[src/rtl/anubis_pkg.sv]
// Shared definitions for the Anubis-128 datapath.
//  - ROUNDS / DATA_W: round count and block width.
//  - state_e: decrypt FSM state encoding.
//  - byte_msb(): byte k of a block sits at [byte_msb(k) -: 8], byte 0 = MSB,
//    row-major 4x4 matrix (byte 4*row + col).
//  - xtime(): multiply by x in GF(2^8) mod x^8+x^4+x^3+x^2+1.
//  - sbox(): the involutional S-box, built from the P and Q mini-boxes.
package anubis_pkg;

    localparam int ROUNDS = 12;
    localparam int DATA_W = 128;
    localparam int BYTE_W = 8;
    localparam int NBYTES = DATA_W / BYTE_W;

    typedef enum logic [2:0] {
        ST_IDLE, ST_KEY0, ST_FETCH, ST_GAMMA, ST_TAU, ST_THETA, ST_SIGMA, ST_DONE
    } state_e;

    // Mini-boxes, entry 0 in the top nibble. Both are involutions.
    localparam logic [63:0] P_BOX = 64'h3FE0_54BC_DA96_7821;
    localparam logic [63:0] Q_BOX = 64'h9E56_A23C_F04D_7B18;

    function automatic int byte_msb(input int k);
        return DATA_W - 1 - BYTE_W * k;
    endfunction

    function automatic logic [7:0] xtime(input logic [7:0] a);
        return {a[6:0], 1'b0} ^ (a[7] ? 8'h1D : 8'h00);
    endfunction

    function automatic logic [3:0] mini_p(input logic [3:0] x);
        return P_BOX[63 - 4 * int'(x) -: 4];
    endfunction

    function automatic logic [3:0] mini_q(input logic [3:0] x);
        return Q_BOX[63 - 4 * int'(x) -: 4];
    endfunction

    // Three mini-box layers (P|Q, Q|P, P|Q) with a bit exchange between
    // layers: hi <- {hi[3:2], lo[3:2]}, lo <- {hi[1:0], lo[1:0]}.
    // The palindromic arrangement keeps the whole S-box an involution.
    function automatic logic [7:0] sbox(input logic [7:0] x);
        logic [3:0] hi, lo;
        logic [7:0] t;
        hi = mini_p(x[7:4]);
        lo = mini_q(x[3:0]);
        t  = {hi[3:2], lo[3:2], hi[1:0], lo[1:0]};
        hi = mini_q(t[7:4]);
        lo = mini_p(t[3:0]);
        t  = {hi[3:2], lo[3:2], hi[1:0], lo[1:0]};
        return {mini_p(t[7:4]), mini_q(t[3:0])};
    endfunction

endpackage

[src/rtl/anubis_gamma.sv]
// gamma step: S-box applied to every byte of the block (combinational).
//  a_i  in  128  input block
//  b_o  out 128  substituted block
module anubis_gamma
    import anubis_pkg::*;
(
    input  logic [DATA_W-1:0] a_i,
    output logic [DATA_W-1:0] b_o
);
    for (genvar k = 0; k < NBYTES; k++) begin : g_byte
        assign b_o[byte_msb(k) -: 8] = sbox(a_i[byte_msb(k) -: 8]);
    end
endmodule

[src/rtl/anubis_tau.sv]
// tau step: transpose of the 4x4 byte matrix (combinational).
//  a_i  in  128  input block
//  b_o  out 128  transposed block
module anubis_tau
    import anubis_pkg::*;
(
    input  logic [DATA_W-1:0] a_i,
    output logic [DATA_W-1:0] b_o
);
    for (genvar i = 0; i < 4; i++) begin : g_row
        for (genvar j = 0; j < 4; j++) begin : g_col
            assign b_o[byte_msb(4*i + j) -: 8] = a_i[byte_msb(4*j + i) -: 8];
        end
    end
endmodule

[src/rtl/anubis_theta.sv]
// theta step: each row multiplied by H = had(01,02,04,06) over GF(2^8)
// (combinational). H*H = I, so theta is its own inverse.
//  a_i  in  128  input block
//  b_o  out 128  mixed block
module anubis_theta
    import anubis_pkg::*;
(
    input  logic [DATA_W-1:0] a_i,
    output logic [DATA_W-1:0] b_o
);
    for (genvar i = 0; i < 4; i++) begin : g_row
        for (genvar j = 0; j < 4; j++) begin : g_col
            logic [7:0] a0, a1, a2, a3;
            // H[k][j] = h[k^j]: column j picks coefficient h[m] for a[i][j^m]
            assign a0 = a_i[byte_msb(4*i + j) -: 8];
            assign a1 = a_i[byte_msb(4*i + (j ^ 1)) -: 8];
            assign a2 = a_i[byte_msb(4*i + (j ^ 2)) -: 8];
            assign a3 = a_i[byte_msb(4*i + (j ^ 3)) -: 8];
            assign b_o[byte_msb(4*i + j) -: 8] =
                a0 ^ xtime(a1) ^ xtime(xtime(a2)) ^ xtime(xtime(a3)) ^ xtime(a3);
        end
    end
endmodule

[src/rtl/dec_key_transform.sv]
// Turns an encryption round key into the decryption round key K'r.
// Macro DECRYPT_KEY_THETA_EN:
//   defined   - rk_o = last_i ? key_i : theta(key_i)
//   undefined - key_i already is K'r; rk_o = key_i, no theta is built.
//  key_i   in  128  encryption round key from the key schedule
//  last_i  in  1    final round (K'12 = K0 passes through untouched)
//  rk_o    out 128  decryption round key
module dec_key_transform
    import anubis_pkg::*;
(
    input  logic [DATA_W-1:0] key_i,
    input  logic              last_i,
    output logic [DATA_W-1:0] rk_o
);
`ifdef DECRYPT_KEY_THETA_EN
    logic [DATA_W-1:0] key_theta;

    anubis_theta u_key_theta (.a_i(key_i), .b_o(key_theta));

    assign rk_o = last_i ? key_i : key_theta;
`else
    logic unused_last;

    assign unused_last = last_i;
    assign rk_o        = key_i;
`endif
endmodule

[src/rtl/decrypt_round.sv]
// Anubis-128 decryption engine: 12 inverse rounds, one step per clock.
// Round keys K0..K12 are fetched from the key schedule in order 12..0.
// Optional macro DECRYPT_KEY_THETA_EN: apply theta to fetched keys
// internally (see dec_key_transform).
// Ports:
//  clk, reset          clock, synchronous active-high reset
//  start, cipher_text  accepted in IDLE (ready=1)
//  ready               idle, can accept start
//  key_req, key_idx    key request and encryption key index (12 - round)
//  key_valid, key_in   key response
//  plain_text, done    result (held) and one-cycle completion pulse
//
// Key handshake: key_req is held with a stable key_idx until a clock edge
// sees key_req & key_valid; that edge consumes key_in. key_valid while
// key_req is low has no effect, and key_valid may already be high in the
// first cycle of a request.
module decrypt_round
    import anubis_pkg::*;
(
    input  logic              clk,
    input  logic              reset,
    input  logic              start,
    input  logic [DATA_W-1:0] cipher_text,
    output logic              ready,
    output logic              key_req,
    output logic [3:0]        key_idx,
    input  logic              key_valid,
    input  logic [DATA_W-1:0] key_in,
    output logic [DATA_W-1:0] plain_text,
    output logic              done
);
    state_e            state_q, state_d;
    logic [3:0]        round_q, round_d;
    logic [DATA_W-1:0] st_q, st_d;
    logic [DATA_W-1:0] rk_q, rk_d;
    logic [DATA_W-1:0] pt_q, pt_d;

    logic [DATA_W-1:0] gamma_st, tau_st, theta_st, rk_next;
    logic              last_round;

    assign last_round = (round_q == 4'(ROUNDS));

    anubis_gamma u_gamma (.a_i(st_q), .b_o(gamma_st));
    anubis_tau   u_tau   (.a_i(st_q), .b_o(tau_st));
    anubis_theta u_theta (.a_i(st_q), .b_o(theta_st));

    dec_key_transform u_key_xf (
        .key_i  (key_in),
        .last_i (last_round),
        .rk_o   (rk_next)
    );

    always_ff @(posedge clk) begin
        if (reset) begin
            state_q <= ST_IDLE;
            round_q <= '0;
            st_q    <= '0;
            rk_q    <= '0;
            pt_q    <= '0;
        end else begin
            state_q <= state_d;
            round_q <= round_d;
            st_q    <= st_d;
            rk_q    <= rk_d;
            pt_q    <= pt_d;
        end
    end

    always_comb begin
        state_d = state_q;
        round_d = round_q;
        st_d    = st_q;
        rk_d    = rk_q;
        pt_d    = pt_q;
        ready   = 1'b0;
        key_req = 1'b0;
        key_idx = 4'd0;
        done    = 1'b0;
        unique case (state_q)
            ST_IDLE: begin
                ready = 1'b1;
                if (start) begin
                    st_d    = cipher_text;
                    round_d = 4'd0;
                    state_d = ST_KEY0;
                end
            end
            ST_KEY0: begin
                // K'0 = K12 is whitened in directly
                key_req = 1'b1;
                key_idx = 4'(ROUNDS);
                if (key_valid) begin
                    st_d    = st_q ^ key_in;
                    round_d = 4'd1;
                    state_d = ST_FETCH;
                end
            end
            ST_FETCH: begin
                key_req = 1'b1;
                key_idx = 4'(ROUNDS) - round_q;
                if (key_valid) begin
                    rk_d    = rk_next;
                    state_d = ST_GAMMA;
                end
            end
            ST_GAMMA: begin
                st_d    = gamma_st;
                state_d = ST_TAU;
            end
            ST_TAU: begin
                st_d    = tau_st;
                state_d = last_round ? ST_SIGMA : ST_THETA;
            end
            ST_THETA: begin
                st_d    = theta_st;
                state_d = ST_SIGMA;
            end
            ST_SIGMA: begin
                st_d = st_q ^ rk_q;
                if (last_round) begin
                    pt_d    = st_q ^ rk_q;
                    state_d = ST_DONE;
                end else begin
                    round_d = round_q + 4'd1;
                    state_d = ST_FETCH;
                end
            end
            ST_DONE: begin
                done    = 1'b1;
                state_d = ST_IDLE;
            end
            default: state_d = ST_IDLE;
        endcase
    end

    assign plain_text = pt_q;

endmodule

[config.mk]
export PLATFORM = sky130hd
export DESIGN_NAME = decrypt_round
export DESIGN_NICKNAME = d
export VERILOG_FILES = /design/src/rtl/anubis_pkg.sv /design/src/rtl/anubis_gamma.sv /design/src/rtl/anubis_tau.sv /design/src/rtl/anubis_theta.sv /design/src/rtl/dec_key_transform.sv /design/src/rtl/decrypt_round.sv
export SDC_FILE = /design/constraint.sdc
export NUM_CORES = 2
export LEC_CHECK = 0
export BUFFER_PORTS_ARGS = -buffer_cell sky130_fd_sc_hd__buf_2
export CAP_MARGIN = 10
export CORE_UTILIZATION = 50
export DETAILED_ROUTE_END_ITERATION = 6
export PLACE_DENSITY = 0.67
export SLEW_MARGIN = 30
export SYNTH_ARGS = -nofsm -noshare
export SYNTH_HDL_FRONTEND = slang
export SYNTH_HIERARCHICAL = 1
export SYNTH_SLANG_ARGS = --single-unit
[constraint.sdc]
create_clock -name clk -period 6.6 [get_ports clk]
set_input_delay 0.33 -clock clk [delete_from_list [all_inputs] [get_ports clk]]
set_output_delay 0.33 -clock clk [all_outputs]
set_load 0.01 [all_outputs]
Word-level counts from Yosys, hierarchy flattened
Cells that the tools add are included.
{ "word_totals": {"reg_bits": 391, "elab_cells": 371} }
{ "classes": {"n_eq_ne": 12, "addsub": 98, "bitwise": 99, "n_reduce_logical": 11, "n_shift": 96, "mux": 49} }
{ "op_table": {"columns": ["op", "count"], "rows": [
  ["67-bit by 32-bit indexed part select with 4-bit output, first input constant", 96],
  ["128-bit one-hot mux with 6 select lines", 1],
  ["8-bit XOR", 95],
  ["6-bit by 6-bit subtractor with 7-bit output, first input constant", 96],
  ["128-bit 2-to-1 mux", 2],
  ["128-bit XOR", 2],
  ["5-bit 2-to-1 mux", 32],
  ["3-bit one-hot mux with 8 select lines", 1],
  ["3-bit equality test, second input constant", 4],
  ["3-bit 2-to-1 mux", 4],
  ["4-bit 2-to-1 mux", 3],
  ["4-bit one-hot mux with 3 select lines", 1],
  ["2-bit inequality test, second input constant", 4],
  ["4-bit one-hot mux with 2 select lines", 1],
  ["4-bit AND reduction", 2],
  ["8-bit by 5-bit XOR with 8-bit output", 1],
  ["3-bit by 2-bit equality test with 1-bit output, second input constant", 2],
  ["3-bit AND reduction", 2],
  ["6-bit nonzero test", 1],
  ["5-bit nonzero test", 1],
  ["4-bit by 1-bit adder with 4-bit output, second input constant", 1],
  ["4-bit equality test, second input constant", 1],
  ["2-bit AND reduction", 2],
  ["4-bit subtractor, first input constant", 1],
  ["7 further kinds", 9]
]} }

Depth between registers and ports, before layout
{ "logic_depth": {"depth_word": 8, "mapped_depth": 20, "ltp_nobuf": 20} }

By module
The synthesis kept the hierarchy.
{ "modules_own_cells": {"columns": ["mod", "seq_area_each_um2", "cells_each", "area_per_inst_um2", "instances"], "rows": [
  ["decrypt_round", 7827.5, 2735, 22638.0, 1],
  ["anubis_gamma", 0.0, 2246, 16828.6, 1],
  ["anubis_theta", 0.0, 442, 4800.9, 1],
  ["anubis_tau", 0.0, 128, 960.9, 1],
  ["dec_key_transform", 0.0, 128, 960.9, 1]
]} }

Least setup slack after synthesis
OpenSTA, ideal clock, no wires.
{ "synth_path": {"path_type": "reg-to-reg", "startpoint": "register st_q[88]", "endpoint": "register st_q[89]", "setup_slack_ns": 2.627, "arrival_ns": 3.851, "required_time_ns": 6.478, "path_buffers": 0, "setup_ns": 0.122, "path_stages_with_launch": 20, "path_cell_list": "dfxtp_1 inv_1 ha_1 nand2b_1 a21oi_1 nor2_1 ha_1 inv_1 mux2_2 mux2i_1 inv_1 ha_1 inv_1 nor2_1 a211oi_1 a21oi_1 mux2_2 a221oi_1 nor3_1 a221o_1"} }
{ "synth_between": {"elab_chain_len": 7} }
{ "synth_lines": {"columns": ["item", "line", "rtl"], "rows": [
  ["start, declared", "decrypt_round.sv:34", "logic [DATA_W-1:0] st_q, st_d;"],
  ["start signal, assigned", "decrypt_round.sv:63", "st_q <= st_d;"],
  ["6-bit by 6-bit subtractor with 7-bit output (*)", "anubis_pkg.sv:36", "return Q_BOX[63 - 4 * int'(x) -: 4];"],
  ["67-bit by 32-bit indexed part select with 4-bit output (*)", "anubis_pkg.sv:36", null],
  ["6-bit by 6-bit subtractor with 7-bit output (on tied branches)", "anubis_pkg.sv:32, anubis_pkg.sv:36", null],
  ["67-bit by 32-bit indexed part select with 4-bit output (on tied branches)", "anubis_pkg.sv:32, anubis_pkg.sv:36", null],
  ["6-bit by 6-bit subtractor with 7-bit output (*)", "anubis_pkg.sv:36", null],
  ["67-bit by 32-bit indexed part select with 4-bit output (*)", "anubis_pkg.sv:36", null],
  ["net gamma_st[89]", "decrypt_round.sv:38", "logic [DATA_W-1:0] gamma_st, tau_st, theta_st, rk_next;"],
  ["128-bit one-hot mux with 6 select lines (*)", "decrypt_round.sv:79", "unique case (state_q)"]
]} }
Mark *: on every way through the listed nets, which the timed path passes. The rest lies on a longest branch.
A chain may end at the register's enable or synchronous reset.

Worst setup path after layout
Ends and elaborated chain as after synthesis.

==> out/metrics.cfg <==
[sta]
finClkSkew_ps=22.1
tns_ps=0
fmax_ghz=0.212
worst_pin_slew_ps=1150
maxSlewViolCount=0
final.min_clock_period_ps=4710
setup_viol=0
hold_viol=0
relSlewSlack_pct=22.6
rsz0062_at_grt=no
period_share_pct=71.3

[logic_synthesis]
synth_edf_count=0
syn_area_per_cell_um2=8.13
netlist.area_leader.share_pct=16.9
synth-xor-area-share_pct=16.2
async_flop_share_pct=0
netlist_area_um2=46200
ys.flop_type=dfxtp_1
ys_ff_latch=391
synthSimpleGateAreaFrac_pct=12.8
yosysUniqueCellTypes=102
synthAdderAreaFrac_pct=8.91
synth_area_leader_cell=dfxtp_1
synth_cells=5679
synthTopCellsByArea=dfxtp_1 17%, xnor2_1 9.7%, ha_1 8.9%, mux2i_1 6.8%, a21oi_1 5.6%
synthMuxAreaShare_pct=11.3
yosysSeqAreaShare_pct=16.9
ys_warn_count=6
synth_nets=6267
synth-compound-area-share_pct=23.3
synth_top_family_by_area=compound AO/OA/AOI/OAI gates

[floorplanning]
die-area_um2=93600
num_rows=111
die_h_um=306
die_x_um=306
initial_utilization_pct=50.5
io_pins=395
core_area_um2=91500

[min_path]
hp-start=key_in[16]
hold_path.class=in -> reg
holdPathStages=3
holdPathEnd=rk_q[16]

[critical_path]
cp-end-kind=flip-flop
worstPathCellList=inv_1 > ha_1 > nand2b_1 > a21oi_1 > nor2_1 > ha_1 > inv_1 > mux2_2 > mux2i_1 > inv_1 > ha_1 > inv_1 > nor2_1 > a211oi_1 > a21oi_1 > mux2_2 > a221oi_1 > nor3_1 > a221o_1
cp_max_fo=10
cp.required_ps=7130
rr_worst_depth=19
worstPathArrival_ps=5240
start_kind=flip-flop
slowest_delay_ps=670
crit_top_cell=inv_1
worst_r2r_endpoint=st_q[89]
cp_slowest_cell=dfxtp_1
path_class=reg -> reg
reg2reg_from=st_q[88]
ff2ff_setup_slack_ps=1890

[finish]
fin_nets=6260
drive_above_1_share_pct=14.5
antenna_cells=0
fin_util_pct=54.0
syn2layout_area_growth_pct=6.95

[detailed_routing]
via_per_inst=6.28
wire_per_inst_um=23.8
drc=2
ant_nets=0
vias=43300
dr.pass1.iters=7
wl_um=164000
drt_iter0_markers=4556

[clock_tree]
ctsHtreeMaxLevel=2
clock_path_buffers=3
cts_buffers=50
cts-root-buf=clkbuf_16
cts_tree=yes
cts_resized=0
clk_pin_slew_ps=70
cts_sinks=391
clk_latency_ps=640

[global_route]
grt_pass1_vias=39800
grt_overflow=0
grt_start_max_net_pins=162
grtUsageTotal_pct=33.4
antenna_found_initial=2
grt_pass1_wl_um=243000

[place]
dpl.hpwl_um=114000
gp_congestion=0.990
io_buffers=394

[power_and_ir_drop]
irDropWorstVdd_v=0.000245
leakage_nw=19.7
power_density_nw_per_um2=401
power.total_w=0.0198

[run]
max_cap_violations=0

[status]
failed_checks=DRC
status=finished with violations

[power by group]
| group | total [W] | internal [W] | switching [W] |
|---|---|---|---|
| Combinational | 0.0138 | 0.00605 | 0.00775 |
| Sequential | 0.00321 | 0.00251 | 0.000700 |
| Clock | 0.00282 | 0.00159 | 0.00123 |
[layout make-up]
cell class	count	area [um2]
fill	8553	42100
timing repair buffer	588	3860
inverter	260	985
clock inverter	22	191
tap	1186	1480
multi-input combinational	4381	33600
clock buffer	66	1420
sequential	391	7840
[worst max-delay path: cells and delay by family (launching register included)]
kind            cells  cell delay (ps)
flops               1              670
mux                 3              830
buf+inv             4              530
simple gates        4              430
fa+ha+maj           3              940
compound gates      5             1180
[stage by stage]
step	area, um2	instances	worst slack (ps)	hold slack, ps
after floorplan	46200	5679	2630	448
after global placement	46500	6680	2140	453
after global routing	49400	6894	1600	16.0
after detailed placement	46500	6681	1990	458
after CTS	49400	6893	1970	4.73
final	49400	6894	1890	24.3
[per-layer routing]
metal | share of wire (%) | up-vias | global-route usage (%)
li1 | - | 19900 | -
met1 | 41 | 20800 | 44.1
met2 | 44 | 2182 | 52.0
met3 | 9.1 | 446 | 5.59
met4 | 5.7 | 4 | 17.8
met5 | 0.049 | - | 0
[sequential cells by signal (all words and copies together), names as in the netlist]
signal / count
rk_q: 128
st_q: 128
plain_text: 128
state_q: 3
round_q: 4
[cells in the mapped netlist, drive strengths merged (11+ instances only)]
cell / number
o221ai: 52
and2: 23
a32o: 41
o2bb2ai: 83
ha: 328
clkbuf: 173
a22o: 12
o31ai: 18
or3: 17
mux4: 38
a211oi: 138
xnor2: 533
a221oi: 83
o211ai: 79
a21oi: 526
nor3b: 19
and3: 12
a21o: 50
nand2b: 76
nor3: 138
nand2: 450
xor2: 152
o21ai: 255
a211o: 28
mux2: 94
inv: 260
mux2i: 323
nor2b: 49
dfxtp: 391
nor4: 11
a22oi: 54
o22ai: 39
or2: 30
a221o: 15
nor2: 315
o211a: 12
nand3b: 71
xnor3: 54
buf: 474
nand3: 44
a31oi: 34
o21a: 15
[kinds of logic after synthesis]
logic type | after synthesis
adder cells (fa/ha/maj) | 329
AO/OA/AOI/OAI | 1590
buffers and inverters | 907
XOR/XNOR | 743
flip-flops | 391
multiplexers | 455
AND/OR/NAND/NOR | 1264
[layout by cell type (no fill, tap or decap), types with 137 or more instances in the layout]
cell / Yosys / layout
inv_1: 255 / 253
a21oi_1: 513 / 513
nor3_1: 137 / 137
ha_1: 328 / 328
nor2_1: 314 / 314
buf_2: 138 / 391
nand2_1: 450 / 450
xor2_1: 152 / 152
xnor2_1: 512 / 512
dfxtp_1: 391 / 385
o21ai_0: 219 / 218
mux2i_1: 312 / 309
[what timing repair did]
item	4_1_cts	5_1_grt
setup buffers	0	0
hold buffers	124	0
hold endpoints to repair	124	0
[worst max-delay path by stage]
stage	startpoint	end	slack, ps	depth (start not counted)
2_1_floorplan	st_q[88]	st_q[89]	2630	19
3_3_place_gp	st_q[88]	st_q[89]	2140	19
3_5_place_dp	st_q[88]	st_q[89]	1990	19
4_1_cts	st_q[88]	st_q[89]	1970	19
5_1_grt	st_q[88]	st_q[89]	1600	20
6_report	st_q[88]	st_q[89]	1890	19
Power figures use the tool's default switching activity.
